File: config.mk
export PLATFORM = sky130hd
export DESIGN_NAME = tmr_frame_sched
export DESIGN_NICKNAME = d
export VERILOG_FILES = /design/src/rtl/tmr_frame_sched.sv
export SDC_FILE = /design/constraint.sdc
export NUM_CORES = 1
export LEC_CHECK = 0
export ABC_AREA = 1
export ABC_CLOCK_PERIOD_IN_PS = 1700
export CAP_MARGIN = 25
export CORE_MARGIN = 1.5
export CORE_UTILIZATION = 49
export CTS_BUF_LIST = sky130_fd_sc_hd__clkbuf_16
export DETAILED_ROUTE_END_ITERATION = 10
export PLACE_DENSITY = 0.87
export SYNTH_ARGS = -nofsm -noshare
export SYNTH_HDL_FRONTEND = slang
export SYNTH_SLANG_ARGS = --single-unit
File: constraint.sdc
create_clock -name clk -period 1.7 [get_ports clk]
set_input_delay 0.51 -clock clk [delete_from_list [all_inputs] [get_ports clk]]
set_output_delay 0.51 -clock clk [all_outputs]
set_load 0.02 [all_outputs]
File: src/rtl/tmr_frame_sched.sv
// Frame scheduler for the two-stage TMR neuron datapath: sweeps stage-1 rows,
// drives stage 2 one cycle behind, and recovers from TMR fault flags by row retry or frame restart.
module tmr_frame_sched #(
  parameter int S           = 8,
  parameter int AW          = 3,
  parameter int MAX_RETRY   = 3,
  parameter int FRAME_RETRY = 2,
  parameter int CNTW        = 8
) (
  input  logic            clk,
  input  logic            reset,
  input  logic            in_valid,
  output logic            in_ready,
  output logic            out_valid,
  input  logic            out_ready,
  input  logic            rfflag,
  input  logic            cfflag,
  output logic [AW-1:0]   addr_r,
  output logic [AW-1:0]   addr_c,
  output logic            en_s2,
  output logic            clr_s2,
  output logic            busy,
  output logic            err,
  output logic [CNTW-1:0] fault_cnt
);

  localparam int RRW = (MAX_RETRY < 1) ? 1 : $clog2(MAX_RETRY + 1);
  localparam int FRW = (FRAME_RETRY < 1) ? 1 : $clog2(FRAME_RETRY + 1);

  typedef enum logic [2:0] {
    ST_IDLE  = 3'd0,
    ST_RUN   = 3'd1,
    ST_DRAIN = 3'd2,
    ST_DONE  = 3'd3,
    ST_ERR   = 3'd4
  } state_t;

  state_t         state_r;
  logic [RRW-1:0] row_retry_r;
  logic [FRW-1:0] frame_retry_r;

  logic active_s;
  logic cf_q_s;
  logic rf_q_s;
  logic fault_s;
  logic last_row_s;

  // A stage-2 flag only counts when stage 2 was actually accumulating this cycle
  assign active_s   = (state_r == ST_RUN) || (state_r == ST_DRAIN);
  assign cf_q_s     = cfflag & en_s2 & active_s;
  assign rf_q_s     = rfflag & (state_r == ST_RUN);
  assign fault_s    = cf_q_s | rf_q_s;
  assign last_row_s = (addr_r == AW'(S - 1));

  assign in_ready  = (state_r == ST_IDLE);
  assign out_valid = (state_r == ST_DONE);
  assign err       = (state_r == ST_ERR);
  assign busy      = active_s;

  // Saturating count of cycles carrying at least one qualified fault
  always_ff @(posedge clk or negedge reset) begin
    if (!reset) begin
      fault_cnt <= {CNTW{1'b0}};
    end else if (fault_s && (fault_cnt != {CNTW{1'b1}})) begin
      fault_cnt <= fault_cnt + CNTW'(1);
    end else begin
      fault_cnt <= fault_cnt;
    end
  end

  // Frame sequencing FSM with registered datapath controls
  always_ff @(posedge clk or negedge reset) begin
    if (!reset) begin
      state_r       <= ST_IDLE;
      addr_r        <= {AW{1'b0}};
      addr_c        <= {AW{1'b0}};
      en_s2         <= 1'b0;
      clr_s2        <= 1'b0;
      row_retry_r   <= {RRW{1'b0}};
      frame_retry_r <= {FRW{1'b0}};
    end else begin
      case (state_r)
        ST_IDLE: begin
          en_s2         <= 1'b0;
          clr_s2        <= 1'b0;
          row_retry_r   <= {RRW{1'b0}};
          frame_retry_r <= {FRW{1'b0}};
          if (in_valid) begin
            state_r <= ST_RUN;
            addr_r  <= {AW{1'b0}};
            clr_s2  <= 1'b1;
          end
        end
        ST_RUN, ST_DRAIN: begin
          addr_c <= addr_r;
          clr_s2 <= 1'b0;
          // Stage-2 fault outranks a simultaneous stage-1 fault: the whole frame reruns
          if (cf_q_s) begin
            en_s2 <= 1'b0;
            if (frame_retry_r == FRW'(FRAME_RETRY)) begin
              state_r <= ST_ERR;
            end else begin
              state_r       <= ST_RUN;
              addr_r        <= {AW{1'b0}};
              clr_s2        <= 1'b1;
              row_retry_r   <= {RRW{1'b0}};
              frame_retry_r <= frame_retry_r + FRW'(1);
            end
          end else if (state_r == ST_DRAIN) begin
            state_r <= ST_DONE;
            en_s2   <= 1'b0;
          end else if (rfflag) begin
            en_s2 <= 1'b0;
            if (row_retry_r == RRW'(MAX_RETRY)) begin
              state_r <= ST_ERR;
            end else begin
              row_retry_r <= row_retry_r + RRW'(1);
            end
          end else begin
            en_s2       <= 1'b1;
            row_retry_r <= {RRW{1'b0}};
            if (last_row_s) begin
              state_r <= ST_DRAIN;
            end else begin
              addr_r <= addr_r + AW'(1);
            end
          end
        end
        ST_DONE: begin
          en_s2  <= 1'b0;
          clr_s2 <= 1'b0;
          if (out_ready) begin
            state_r <= ST_IDLE;
          end
        end
        ST_ERR: begin
          en_s2  <= 1'b0;
          clr_s2 <= 1'b0;
        end
        default: begin
          state_r <= ST_IDLE;
          en_s2   <= 1'b0;
          clr_s2  <= 1'b0;
        end
      endcase
    end
  end

endmodule

==> run_results.csv <==
group,metric,value,unit
synthesis,avgSynthCellArea,8.14,um^2
layout,multi_input_area,697,um^2
flow_run,cap_violations,0,
floorplanning,core-area,0.00254,mm^2
layout,num_antenna_cells,0,
min_path,min_path_cells,2,
layout,final_cell_mix,"nand2_1, dfrtp_1, buf_4",
drt,drt_iter0_markers,21,
timing,slew_violations,0,
outcome,outcome,"finished clean",
critical_path,r2r_setup_slack,0.10,ns
critical_path,rr_startpoint,"state_r[2]",
clock_tree,tritoncts,"done",
floorplanning,fp.dieW,55.5,um
global_route,grt_max_degree,24,
clock_tree,post-cts-setup-buffers,0,
synthesis,ys_ff_latch,23,
timing,period_share,0.981,
timing,setup_viol,0,
global_route,first_global_vias,1275,
critical_path,rr_worst_depth,9,
synthesis,synthesis.nets,177,
layout,drive_above_1_share,0.224,
critical_path,critical_path_required,1.19,ns
min_path,hold_class,"reg -> reg",
clock_tree,cts.sinks,23,
synthesis,netlist_area,0.00135,mm^2
min_path,worstHoldStart,"row_retry_r[1]",
drt,viasPerCell,5.14,
critical_path,crit_path_end_kind,"output pin",
critical_path,path_class,"reg -> out",
layout,layout.nets,226,
clock_tree,cts_buffers,3,
synthesis,synth.distinct_cells,27,
clock_tree,clockRootBuffer,"clkbuf_16",
drt,wl_per_cell,12.2,um
synthesis,ys_top_cells_by_area,"dfrtp_1, nand2_1, inv_1",
critical_path,crit_fanout,3,
layout,syn2layout_area_growth,35.8,%
timing,clock_skew,0.00253,ns
global_route,grt_first_pass_wirelength,5.24,mm
placement,portBuffers,25,
floorplanning,die_h,55.5,um
clock_tree,cts_max_level,1,
timing,max_freq,600,MHz
critical_path,arrival,1.16,ns
synthesis,yosys_warnings,0,
clock_tree,clk_pin_slew_worst_paths,0.06,ns
drt,drtPass1Iterations,4,
layout,fill_cells,201,
synthesis,yosysTopAreaCell,"dfrtp_1",
synthesis,ys_seq_area_frac,0.426,
placement,routabilityCongestion,0.816,
floorplanning,initial_core_util,0.531,
global_route,grt_usage,0.212,
placement,dp_cells,240,
pwr,peakVddDrop,1.49,mV
synthesis,synth_top_cell_area_share,0.426,
clock_tree,cts_buffer_depth,2,
timing,min_period,1.67,ns
drt,drc,0,
pwr,total_power,3240,uW
pwr,power_density,1760,mW/mm^2
drt,finalWirelength,2.98,mm
placement,hpwl,2.28,mm
drt,postRouteAntennaNets,0,
timing,tightest_slew,0.299,ns
layout,layout_commonest_cell,"nand2_1",
timing,maxSlewHeadroom,0.801,
critical_path,timing.rr.end,"addr_r[1]",
synthesis,synth_cells,166,
clock_tree,hold_buffers,0,
global_route,grt_overflow,0,
floorplanning,rows,18,
critical_path,start_kind,"flop",
floorplanning,io_pins,26,
clock_tree,clk_latency,0.25,ns
drt,via_count,1255,
timing,hold_viol,0,
timing,rsz0062_at_grt,"yes",
clock_tree,cts_resized,34,
min_path,min_to,"row_retry_r[1]",
pwr,p_leak,0.00102,uW
layout,final_cells,244,
layout,regArea,577,um^2
global_route,antenna_found_initial,0,
floorplanning,dieArea,0.00308,mm^2
## report_power, final
part	total, uW	switching (uW)	internal [uW]	leakage [uW]
Combinational	1860	1130	732	0.000677
Sequential	882	145	737	0.000302
Clock	498	184	314	0.0000423
Total	3240	1450	1780	0.00102
## critical path, stage by stage (launching register included)
cell and delay (ns):
dfrtp_1 0.42, nor2_2 0.17, nand2_2 0.09, nand2_4 0.07, buf_2 0.15
## stage by stage
| step | utilization | setup WS (ns) | setup TNS, ns | hold WS [ns] | instance area [um^2] |
|---|---|---|---|---|---|
| floorplan | - | 0.119 | 0 | 0.214 | 1350 |
| global placement | 0.700 | -0.113 | -0.919 | 0.457 | 1780 |
| detailed placement | 0.700 | -0.168 | -1.55 | 0.476 | 1780 |
| CTS | 0.718 | 0.00466 | 0 | 0.490 | 1830 |
| global route | 0.721 | -0.0123 | -0.0123 | 0.501 | 1840 |
| finish | 0.721 | 0.0321 | 0 | 0.485 | 1840 |
## sequential cells by signal (all words and copies together) (netlist names)
register / count
fault_cnt: 8
row_retry_r: 2
state_r: 3
en_s2: 1
addr_r: 3
clr_s2: 1
frame_retry_r: 2
addr_c: 3
## area by class of cell
type,count,area share
clock buffer,3,0.0409
inverter,21,0.0429
timing repair buffer,45,0.200
multi-input combinational,121,0.380
tap,30,0.0204
sequential,23,0.314
clock inverter,1,0.00204
## cell usage after synthesis
master	n
inv_1	19
ha_1	5
nor2_1	13
nor3_1	2
o21ai_0	4
nand3_1	14
dfrtp_1	23
a21oi_1	4
nor2_4	1
nand3_4	1
nand4_1	4
nand2_1	45
nand3_2	1
nor2_2	2
xor2_1	1
nand2_4	3
nand4_4	1
xnor2_1	3
inv_2	2
o21ai_4	1
o21ai_1	4
nand3b_1	2
o21bai_1	4
buf_4	1
or2_0	1
nor3_2	1
nand2_2	4
## cell families after synthesis
kind of cell             Yosys count  synth area share
AND/OR/NAND/NOR                   95             0.359
XOR/XNOR                           4            0.0259
flip-flops                        23             0.426
adder cells (fa/ha/maj)            5            0.0463
AO/OA/AOI/OAI                     17            0.0787
buffers and inverters             22            0.0639
## how the worst max path moves through the flow
stage	from	to	slack [ns]	cells after the start
3_5_place_dp	state_r[2]	err	-0.17	3
3_3_place_gp	state_r[2]	err	-0.11	3
4_1_cts	clr_s2	clr_s2	0.005	1
2_1_floorplan	state_r[0]	err	0.12	1
6_report	state_r[2]	busy	0.03	4
5_1_grt	state_r[2]	busy	-0.01	4
## metal layers
layer  part of all wire  GRT usage
met3              0.029     0.0375
met4              0.012     0.0941
met2               0.52      0.371
met1               0.43      0.251
met5                  0          0
(Power assumes the default switching activity.)
